**config.mk**
```make
export PLATFORM = sky130hd
export DESIGN_NAME = led_frame_buf
export DESIGN_NICKNAME = d
export VERILOG_FILES = /design/src/rtl/led_frame_buf.sv
export SDC_FILE = /design/constraint.sdc
export NUM_CORES = 1
export LEC_CHECK = 0
export CORE_ASPECT_RATIO = 1.4
export CORE_UTILIZATION = 60
export CTS_CLUSTER_SIZE = 40
export DETAILED_ROUTE_END_ITERATION = 8
export GPL_TIMING_DRIVEN = 1
export PLACE_DENSITY = 0.78
export SLEW_MARGIN = 20
export SYNTH_ARGS = -nofsm -noshare
export SYNTH_HDL_FRONTEND = slang
export SYNTH_SLANG_ARGS = --single-unit
```
**constraint.sdc**
```tcl
create_clock -name clk -period 4.2 [get_ports clk]
set_clock_uncertainty 0.2 [all_clocks]
set_input_delay 0.42 -clock clk [delete_from_list [all_inputs] [get_ports clk]]
set_output_delay 0.42 -clock clk [all_outputs]
set_load 0.005 [all_outputs]
```
**src/rtl/led_frame_buf.sv**
```systemverilog
// led_frame_buf: double-buffered 16x16 column store for the LED scanner, bank swap only at column 15
module led_frame_buf #(
  parameter int NCOL = 16,
  parameter int NROW = 16,
  parameter int FCW = 8
) (
  input  logic            clk,
  input  logic            rst,
  input  logic            wr_en,
  input  logic [3:0]      wr_addr,
  input  logic [NROW-1:0] wr_data,
  input  logic            wr_commit,
  input  logic [3:0]      col,
  output logic [NROW-1:0] row_data,
  output logic            swap_pending,
  output logic            wr_err,
  output logic            frame_done,
  output logic [FCW-1:0]  frame_cnt
);
  localparam logic [0:0] IDLE = 1'b0;
  localparam logic [0:0] PEND = 1'b1;
  logic [NROW-1:0] bank [2][NCOL];
  logic            fsel;
  logic [0:0]      state;
  logic            eof;
  logic            swap;
  always_comb begin
    eof = col == 4'd15;
    swap = eof && (state == PEND || wr_commit);
  end
  assign swap_pending = state == PEND;
  // the write targets the pre-swap back bank, so a same-edge write+commit lands in the new front
  always_ff @(posedge clk)
    if (rst) begin
      for (int b = 0; b < 2; b++)
        for (int i = 0; i < NCOL; i++)
          bank[b][i] <= '0;
      fsel <= 1'b0;
      state <= IDLE;
      row_data <= '0;
      wr_err <= 1'b0;
      frame_done <= 1'b0;
      frame_cnt <= '0;
    end else begin
      if (wr_en && state == IDLE) bank[!fsel][wr_addr] <= wr_data;
      row_data <= bank[fsel][col];
      wr_err <= state == PEND && (wr_en || wr_commit);
      frame_done <= eof;
      frame_cnt <= frame_cnt + FCW'(eof);
      fsel <= fsel ^ swap;
      state <= swap ? IDLE : (wr_commit ? PEND : state);
    end
endmodule
```
Word-level counts from Yosys, hierarchy flattened
Memories as Yosys holds them, arrays and structs flattened. A register that Yosys moved wholly into a read port is not among the register bits.
Index checks and enable logic that the tools add are counted.
- add/sub/neg operators: 1
- order comparisons: 3
- eq/ne operators: 1
- muxes and demuxes: 14
- bitwise logic cells: 4
- reduce and logical (&&, ||, !) cells: 9
- operator list (operator ; number):
    $mux W256 ; 3
    $reduce_or A256 Y1 ; 1
    $bmux W16 S4 ; 1
    $demux W16 S4 ; 1
    $mux W16 ; 3
    $ge A5 B5 Y1 const B ; 2
    $not A4 Y5 ; 2
    $add A8 B1 Y8 ; 1
    $mux W1 ; 6
    $lt A5 B1 Y1 const B ; 1
    $eq A4 B4 Y1 const B ; 1
    $logic_and A1 B1 Y1 ; 4
    $logic_or A1 B1 Y1 ; 2
    $reduce_or A2 Y1 ; 1
    $logic_not A1 Y1 ; 1
    $not A1 Y1 ; 1
    $xor A1 B1 Y1 ; 1
- flip-flop bits (word level): 28
- memory bits (writable): 512
- input port bits: 28
- logic and storage cells: 39
- memories: 1
- memories (memory ; depth ; bits a word ; read ports ; clocked after Yosys merged registers in ; wr ports ; line ; text):
    bank ; 2 ; 256 ; 1 ; 1 ; 2 ; 22 ; logic [NROW-1:0] bank [2][NCOL];

Longest topological paths before layout
Gate-level depths: netlist (run 1).
- depth after elaboration: 8
- mapped depth: 10
- mapped depth without buffers: 7

Least setup slack after synthesis (run 1)
No wires, ideal clock.
- kind: input-to-reg
- from: input port rst
- to: memory bank[1][144] (netlist name), enable pin
- arrival: 2150 ps
- path slack: 1455 ps
- stages on the path: 6
- buffers on the path: 3
- path through: buf_2 nor3b_4 buf_6 o21ai_0 buf_2 a21oi_1
- RTL lines (item ; line ; text):
    from (decl) ; 8 ; input logic rst,
    to (decl) ; 22 ;

==> flow_metrics.env, run 1 <==
export IMPL_worstPathCellList="buf_4 -> mux4_2 -> a21oi_1 -> a221oi_2"
export IMPL_synthArstFlopShare_pct=0
export IMPL_clk_latency_ns=0.59
export IMPL_finalSetupViolCount=0
export IMPL_avgSynthCellArea_um2=16.8
export IMPL_cts_hold_buf=0
export IMPL_synth_area_leaders="edfxtp_1 (66%), and2_1 (6.5%), mux4_2 (5.8%)"
export IMPL_grt_overflow=0
export IMPL_grt_pass1_wl_um=85500
export IMPL_relSlewSlack_pct=27.9
export IMPL_die_h_um=234
export IMPL_crit_cells=4
export IMPL_ys_seq_area_share_pct=68.8
export IMPL_startpoint="fsel"
export IMPL_worst_slew_pin_slew_ns=1.07
export IMPL_status="complete, no violations"
export IMPL_ys_types=50
export IMPL_antenna_found_initial=3
export IMPL_syn_num_nets=1412
export IMPL_timing_critical_path_slowest_stage_cell="dfxtp_4"
export IMPL_cts_resized_gates=0
export IMPL_ant_nets=0
export IMPL_n_fill_cell=2420
export IMPL_die_area_um2=39400
export IMPL_peakVddDrop_mv=0.395
export IMPL_fmax_ghz=0.322
export IMPL_clock_sinks=540
export IMPL_gp_congestion=0.927
export IMPL_finalNetCount=1471
export IMPL_p_leak_nw=9.04
export IMPL_synthCells=1382
export IMPL_drive_gt1_share_pct=17.3
export IMPL_whs_ns=0.273
export IMPL_reg2reg_from="fsel"
export IMPL_drc_errors=0
export IMPL_grt_pass1_vias=12600
export IMPL_crit_arrival_ns=3.34
export IMPL_final_setup_tns_ns=0
export IMPL_io_buffers=54
export IMPL_start_util_pct=61.2
export IMPL_timing_rr_end="row_data[12]"
export IMPL_post_drt_wl_per_cell_um=30.6
export IMPL_worst_ep_required_time_ns=4.43
export IMPL_yosysTopAreaCell="edfxtp_1"
export IMPL_ios=55
export IMPL_r2r_cells=4
export IMPL_synth_warnings=0
export IMPL_drtIter0Drc=1841
export IMPL_finalWirelength_um=59700
export IMPL_viasPerCell=6.58
export IMPL_rsz0062_at_grt="no"
export IMPL_crit_path_end="row_data[12]"
export IMPL_vias=12900
export IMPL_slew_violations=0
export IMPL_cts_buffers=47
export IMPL_clk_pin_slew_worst_paths_ns=0.06
export IMPL_core_area_um2=37800
export IMPL_netlist_area_leader_share_pct=66.4
export IMPL_synth_edff_count=512
export IMPL_crit_type="reg -> reg"
export IMPL_cap_viol_max_count=0
export IMPL_areaGrowthSynthToFinish_pct=10.4
export IMPL_cts_setup_buffers=0
export IMPL_clock_path_buffers=3
export IMPL_ys_seq_elements=540
export IMPL_htree_levels=2
export IMPL_cpPeakStageDelay_ns=1.03
export IMPL_fin_crit_sh_pct=74.0
export IMPL_ys_flop_type="edfxtp_1"
export IMPL_period_minus_slack_ns=3.11
export IMPL_power_density_nw_per_um2=443
export IMPL_endpoint_kind="flip-flop"
export IMPL_cts_root_buf="clkbuf_16"
export IMPL_utilization_pct=67.6
export IMPL_firstDrtPassIters=6
export IMPL_hpwl_um=38500
export IMPL_die_w_um=168
export IMPL_hold_path_class="in -> reg"
export IMPL_grt_max_degree=57
export IMPL_rrSetupSlack_ns=1.09
export IMPL_hold_viol=0
export IMPL_critPathLaunchType="flip-flop"
export IMPL_synth_area_um2=23200
export IMPL_crit_fanout=51
export IMPL_cp_top_family="flip-flops"
export IMPL_track_usage_pct=31.3
export IMPL_rows=84
export IMPL_critPathBufInv=1
export IMPL_cts_tree="built"
[sequential cells by signal, indices dropped and copies added, names as in the netlist]
register and count:
bank 512, row_data 16, frame_cnt 8, frame_done 1
fsel 1, swap_pending 1, wr_err 1
[layout make-up]
class,count,area (µm²),area share [%]
antenna,2,5.00,0.0196
clock buffer,64,1280,5.01
clock inverter,24,214,0.837
inverter,19,71.3,0.279
multi-input combinational,723,6480,25.4
sequential,540,15900,62.4
tap,473,592,2.32
timing repair buffer,110,976,3.82
[cell families (layout without fill, tap and decap cells)]
logic type	after synthesis	in the layout	synth area share, %
compound gates	133	133	4.38
xor+xnor	6	6	0.227
fa+ha+maj	2	2	0.108
buf+inv	119	217	3.35
flops	540	540	68.8
mux	192	192	12.9
other cells	0	2	0
simple gates	390	390	10.2
[how the worst min path moves through the flow]
stage | start | to | slack, ns | depth (start not counted)
2_1_floorplan | frame_cnt[7] | frame_cnt[7] | 0.30 | 2
3_3_place_gp | frame_cnt[7] | frame_cnt[7] | 0.30 | 2
3_5_place_dp | frame_cnt[7] | frame_cnt[7] | 0.33 | 2
4_1_cts | wr_en | wr_err | 0.25 | 3
5_1_grt | wr_en | wr_err | 0.30 | 3
6_report | wr_en | wr_err | 0.27 | 3
[stage by stage]
stage | cells | area, µm² | total power [mW] | worst slack [ns]
2_1_floorplan | 1382 | 23200 | 6.82 | 1.46
3_3_place_gp | 1865 | 24100 | 7.17 | 0.735
3_5_place_dp | 1865 | 24100 | 7.20 | 0.675
4_1_cts | 1953 | 25600 | 11.3 | 1.16
5_1_grt | 1953 | 25600 | 11.6 | 0.996
6_report | 1955 | 25600 | 11.3 | 1.09
[routing by layer]
layer  track usage [%]  vias to the layer above  part of all wire (%)
li1                  -                     5414                     -
met1              40.4                     6416                    36
met2              51.0                      868                    48
met3              5.25                      165                    10
met4              17.4                        2                   5.9
met5                 0                        -                 0.020
[worst min-delay path, cell delays in order]
cell	delay (ns)
clkdlybuf4s50_1	0.42
nor2_1	0.10
nor3b_1	0.05
[where the power goes]
| group | internal [mW] | total, mW | switching (mW) |
|---|---|---|---|
| Clock | 2.34 | 4.21 | 1.88 |
| Combinational | 0.264 | 0.810 | 0.546 |
| Sequential | 6.20 | 6.30 | 0.0982 |
| Total | 8.80 | 11.3 | 2.52 |
[cells in the mapped netlist, types with 2 or more instances]
master / count
a21oi_1: 47
a221oi_1: 16
a221oi_2: 16
a31oi_1: 3
and2_1: 240
and2b_1: 2
and3_1: 2
buf_12: 9
buf_2: 17
buf_4: 7
buf_6: 11
buf_8: 3
clkbuf_1: 38
clkbuf_2: 14
dfxtp_1: 28
edfxtp_1: 512
ha_1: 2
inv_1: 18
mux2i_1: 112
mux4_1: 20
mux4_2: 60
nand2_1: 22
nand2b_1: 4
nand3_1: 9
nand3_4: 2
nand4_1: 3
nor2_1: 48
nor2_2: 8
nor2_4: 2
nor2b_1: 6
nor3_4: 2
o21ai_0: 8
o21ai_1: 10
o221ai_1: 32
or2_1: 12
or2_2: 19
xnor2_1: 2
xor2_1: 4
[cells in the final DEF, fill, tap and decap left out, drive strengths merged, types with 2 or more instances in the layout]
master,synthesis,layout
nand4,5,5
clkinvlp,0,3
nor2b,6,6
nand2,23,23
and3,2,2
o21ai,18,18
nor2,58,58
mux2i,112,112
a31oi,3,3
and2b,2,2
clkbuf,52,64
a21oi,47,47
xnor2,2,2
clkinv,0,17
or2,31,31
xor2,4,4
inv,19,20
mux4,80,80
nor3,4,4
a221oi,32,32
diode,0,2
dfxtp,28,28
nor3b,2,2
edfxtp,512,512
nand2b,4,4
nand3,11,11
clkdlybuf4s50,0,51
bufinv,0,3
ha,2,2
buf,48,59
o221ai,32,32
and2,240,240
(Power assumes the default switching activity.)
==> run 2, diff against run 1 <==
Clock period 4.2 ns to 3 ns, I/O delays scaled along.
==> run 2 against run 1 <==
Against the previous run: total power is 40% higher; sequential cell count unchanged; first-iteration DRC count is 5.9% higher; combinational power grew 46%; via count grew 2.2%; setup slack worse by 0.64 ns; fmax up 22%; critical endpoint is now bank[1][75].
==> flow_metrics.env, run 2 (synthesis gave the netlist of run 1 again) <==
export IMPL_period_minus_slack_ns=2.55
export IMPL_finalWirelength_um=59900
export IMPL_regMostFlops="bank"
export IMPL_peakVddDrop_mv=0.410
export IMPL_vias=13100
export IMPL_rows=84
export IMPL_fmax_ghz=0.393
export IMPL_slew_violations=0
export IMPL_hpwl_um=39600
export IMPL_ios=55
export IMPL_met1_usage_pct=41.2
export IMPL_crit_type="reg -> reg"
export IMPL_cts_buffers=48
export IMPL_rsz0062_at_grt="no"
export IMPL_drive_gt1_share_pct=19.5
export IMPL_die_w_um=168
export IMPL_met2_usage_pct=51.0
export IMPL_antenna_found_initial=6
export IMPL_top_usage_layer="met2"
export IMPL_status="complete, no violations"
export IMPL_final_common_cell="edfxtp_1"
export IMPL_clock_path_buffers=3
export IMPL_start_util_pct=61.2
export IMPL_multi_input_area_um2=6500
export IMPL_largest_reg_flops=512
export IMPL_clk_latency_ns=0.58
export IMPL_worst_ep_required_time_ns=2.97
export IMPL_clock_sinks=540
export IMPL_cts_hold_buf=0
export IMPL_fin_crit_sh_pct=84.9
export IMPL_hold_viol=0
export IMPL_critPathLaunchType="flip-flop"
export IMPL_final_cell_mix="edfxtp_1 (512), and2_1 (240), mux2i_1 (112), buf_4 (93), mux4_2 (60)"
export IMPL_clk_pin_slew_worst_paths_ns=0.06
export IMPL_setup_ws_ns=0.454
export IMPL_endpoint_kind="flip-flop"
export IMPL_track_usage_pct=31.5
export IMPL_viasPerCell=6.59
export IMPL_core_area_um2=37800
export IMPL_areaGrowthSynthToFinish_pct=12.2
export IMPL_grt_overflow=0
export IMPL_io_buffers=54
export IMPL_cap_viol_max_count=0
export IMPL_cts_setup_buffers=0
export IMPL_grt_pass1_wl_um=86300
export IMPL_die_h_um=234
export IMPL_htree_levels=2
export IMPL_ant_nets=0
export IMPL_ff_latch_area_um2=15900
export IMPL_worst_slew_pin_slew_ns=1.08
export IMPL_drtIter0Drc=1950
export IMPL_firstDrtPassIters=5
export IMPL_cts_root_buf="clkbuf_16"
export IMPL_power_density_nw_per_um2=612
export IMPL_crit_arrival_ns=2.52
export IMPL_cts_tree="built"
export IMPL_grt_max_degree=51
export IMPL_p_leak_nw=9.29
export IMPL_gp_congestion=0.962
export IMPL_finalNetCount=1516
export IMPL_cts_resized_gates=0
export IMPL_die_area_um2=39400
export IMPL_top_regs="bank (512), row_data (16), frame_cnt (8)"
export IMPL_post_drt_wl_per_cell_um=30.0
export IMPL_relSlewSlack_pct=28.3
export IMPL_crit_fanout=32
export IMPL_hold_path_class="in -> reg"
export IMPL_use_met3_pct=4.61
export IMPL_final_setup_tns_ns=0
export IMPL_grt_pass1_vias=12800
export IMPL_dpl_worst_slack_ns=0.00223
export IMPL_finalSetupViolCount=0
export IMPL_drc_errors=0
export IMPL_n_fill_cell=2419
run 2: cell types whose count changed in the layout (fill, tap and decap cells not counted), sizes merged:
cell / change
clkbuf: +7
diode: -1
clkinvlp: -1
buf: +44
bufinv: -2
clkinv: -8
run 2: layer usage:
| metal | vias to the layer above | wire [µm] | share of wire [%] |
|---|---|---|---|
| li1 | 5491 | - | - |
| met1 | 6610 | 21300 | 36 |
| met2 | 860 | 28900 | 48 |
| met3 | 179 | 5970 | 10 |
| met4 | 2 | 3750 | 6.3 |
| met5 | - | 12 | 0.020 |
run 2: final timing paths:
kind                 from      endpoint  slack (ns)  cells after the start
max          swap_pending   bank[1][75]        0.45                      6
min reg2reg  frame_cnt[5]  frame_cnt[5]        0.35                      2
max reg2reg  swap_pending   bank[1][75]        0.45                      6
min                col[0]    frame_done        0.14                      3
run 2: worst max-delay path, cell delays in order, from the launching register on:
cell and delay (ns):
dfxtp_1 0.41, nor3b_4 0.10, buf_12 0.18, nand2_4 0.13, o21ai_1 0.12, buf_4 0.21
a21oi_2 0.78
run 2: per-stage QoR:
step / utilization [%] / hold WS, ns / area [µm²] / total power [mW] / instances
floorplan: - / 0.268 / 23200 / 9.55 / 1382
global placement: 64.7 / 0.305 / 24500 / 10.1 / 1909
detailed placement: 64.7 / 0.325 / 24500 / 10.1 / 1909
CTS: 68.6 / 0.0891 / 26000 / 15.9 / 1993
global route: 68.7 / 0.121 / 26000 / 16.2 / 1993
finish: 68.7 / 0.140 / 26000 / 15.9 / 1994
run 2: report_power, final:
group / total (mW) / switching, mW / internal (mW)
registers: 8.80 / 0.118 / 8.68
clock network: 5.91 / 2.62 / 3.29
logic: 1.18 / 0.785 / 0.400
run 2: cell type report:
type                            count  share of cell area [%]
Clock inverter                     13                   0.366
Clock buffer                       71                    5.35
Antenna cell                        1                 0.00963
Inverter                           19                   0.275
Multi-Input combinational cell    723                    25.0
Timing Repair Buffer              154                    5.37
Tap cell                          473                    2.28
Sequential cell                   540                    61.4
==> run 3, diff against run 2 <==
Clock period 3 ns to 2.35 ns, I/O delays scaled along.
==> run 3 against run 2 <==
Against the previous run: total power grew 33%; wire length grew 5.7%; cell count grew 5.6%; setup slack lost 0.39 ns; clock-buffer cell count shrank 12; register-to-register slack lost 0.39 ns; worst hold slack lost 0.063 ns; via count grew 5.0%; design area grew 6.0%; utilization grew 4.1 points; sequential cell count is the same; die area is the same.
==> flow_metrics.env, run 3 (synthesis gave the netlist of run 1 again) <==
export IMPL_antenna_found_initial=4
export IMPL_clock_sinks=540
export IMPL_fmax_ghz=0.437
export IMPL_combinationalPowerShare_pct=8.8
export IMPL_die_h_um=234
export IMPL_relSlewSlack_pct=42.7
export IMPL_grt_overflow=0
export IMPL_hold_viol=0
export IMPL_crit_fanout=9
export IMPL_hpwl_um=42000
export IMPL_slew_violations=0
export IMPL_switching_share_pct=22.3
export IMPL_min_from="wr_en"
export IMPL_hold_path_class="in -> reg"
export IMPL_cts_tree="built"
export IMPL_vias=13800
export IMPL_clk_pin_slew_worst_paths_ns=0.07
export IMPL_clk_latency_ns=0.59
export IMPL_post_drt_wl_per_cell_um=30.1
export IMPL_die_area_um2=39400
export IMPL_drive_gt1_share_pct=25.4
export IMPL_core_area_um2=37800
export IMPL_final_cell_mix="edfxtp_1 (512), and2_1 (240), buf_4 (146), mux2i_1 (111), buf_12 (62)"
export IMPL_die_w_um=168
export IMPL_rrSetupSlack_ns=0.06
export IMPL_io_buffers=54
export IMPL_regMostFlops="bank"
export IMPL_p_leak_nw=10.1
export IMPL_final_common_cell="edfxtp_1"
export IMPL_internal_power_mw=16.4
export IMPL_start_util_pct=61.2
export IMPL_cap_viol_max_count=0
export IMPL_worst_ep_required_time_ns=2.59
export IMPL_ant_nets=0
export IMPL_r2r_cells=6
export IMPL_drc_errors=0
export IMPL_dp_cells=2015
export IMPL_cts_root_buf="clkbuf_16"
export IMPL_grt_pass1_wl_um=91300
export IMPL_top_regs="bank (512), row_data (16), frame_cnt (8)"
export IMPL_fin_crit_sh_pct=97.3
export IMPL_viasPerCell=6.56
export IMPL_grt_pass1_vias=14000
export IMPL_areaGrowthSynthToFinish_pct=19.0
export IMPL_hold_path_depth=3
export IMPL_rsz0062_at_grt="no"
export IMPL_crit_arrival_ns=2.53
export IMPL_track_usage_pct=33.2
export IMPL_largest_reg_flops=512
export IMPL_drtIter0Drc=1528
export IMPL_crit_type="reg -> reg"
export IMPL_hold_path_end="wr_err"
export IMPL_clock_path_buffers=3
export IMPL_p_switching_mw=4.71
export IMPL_grt_max_degree=52
export IMPL_finalNetCount=1623
export IMPL_clkPwrFrac_pct=37.9
export IMPL_power_density_nw_per_um2=765
export IMPL_htree_levels=2
export IMPL_dpl_worst_slack_ns=-0.0453
export IMPL_peakVddDrop_mv=0.485
export IMPL_finalSetupViolCount=0
export IMPL_finalWirelength_um=63300
export IMPL_timing_rr_end="row_data[4]"
export IMPL_firstDrtPassIters=5
export IMPL_cts_buffers=48
export IMPL_worst_slew_pin_slew_ns=0.858
export IMPL_ios=55
export IMPL_period_minus_slack_ns=2.29
export IMPL_reg2reg_from="fsel"
export IMPL_critPathLaunchType="flip-flop"
export IMPL_p_seq_share_pct=53.3
export IMPL_status="complete, no violations"
export IMPL_rows=84
export IMPL_finalPower_mw=21.1
export IMPL_endpoint_kind="flip-flop"
export IMPL_setup_ws_ns=0.0623
export IMPL_gp_congestion=0.913
export IMPL_fin_cells=2105
export IMPL_cts_setup_buffers=0
export IMPL_whs_ns=0.0778
## run 3: worst max path at each step
stage / start / to / slack [ns] / cells past startpoint
floorplan: fsel / bank[1][144] / -0.21 / 7
global placement: wr_en / bank[1][10] / -0.02 / 7
detailed placement: wr_en / bank[1][10] / -0.05 / 7
CTS: fsel / row_data[5] / 0.06 / 7
global route: fsel / row_data[5] / 0.02 / 7
finish: fsel / row_data[4] / 0.06 / 6
## run 3: layout make-up
| class | count | area [µm²] |
|---|---|---|
| Sequential cell | 540 | 15900 |
| Timing Repair Buffer | 261 | 2860 |
| Tap cell | 473 | 592 |
| Clock buffer | 59 | 1270 |
| Fill cell | 2202 | 10300 |
| Inverter | 19 | 71.3 |
| Clock inverter | 29 | 313 |
| Multi-Input combinational cell | 723 | 6500 |
| Antenna cell | 1 | 2.50 |
## run 3: metal layers
layer	up-vias	part of all wire [%]	track usage (%)
met3	241	9.8	5.65
li1	5707	-	-
met5	-	0.017	0
met1	6907	33	39.7
met4	2	7.0	21.0
met2	946	50	56.4
## run 3: power by group through the flow
stage / logic, mW / clock network, mW / registers [mW]
2_1_floorplan: 0.827 / 0 / 11.4
3_3_place_gp: 1.78 / 0 / 11.4
3_5_place_dp: 1.81 / 0 / 11.4
4_1_cts: 1.83 / 8.00 / 11.2
5_1_grt: 1.90 / 8.35 / 11.3
6_report: 1.86 / 7.99 / 11.2
## run 3: metrics by stage
| step | TNS, ns | cell area, µm² | utilization (%) |
|---|---|---|---|
| after global routing | 0 | 27500 | 72.8 |
| after CTS | 0 | 27500 | 72.8 |
| final | 0 | 27500 | 72.8 |
| after floorplan | -31.27 | 23200 | - |
| after detailed placement | -1.55 | 25900 | 68.6 |
| after global placement | -0.484 | 25900 | 68.6 |
## run 3: worst max-delay path: stages, from the launching register on
cell and delay, ns:
dfxtp_4 0.39, nor2b_1 0.68, buf_4 0.27, a221oi_1 0.08
buf_4 0.19, o21ai_1 0.22, a221oi_2 0.14
## run 3: what timing repair did
item / 4_1_cts / 5_1_grt
endpoints found under the hold margin: 11 / 0
gates resized for setup: 1 / 1
endpoints found under the setup margin: 1 / 1
hold buffers: 1 / 0
pin swaps: 0 / 0
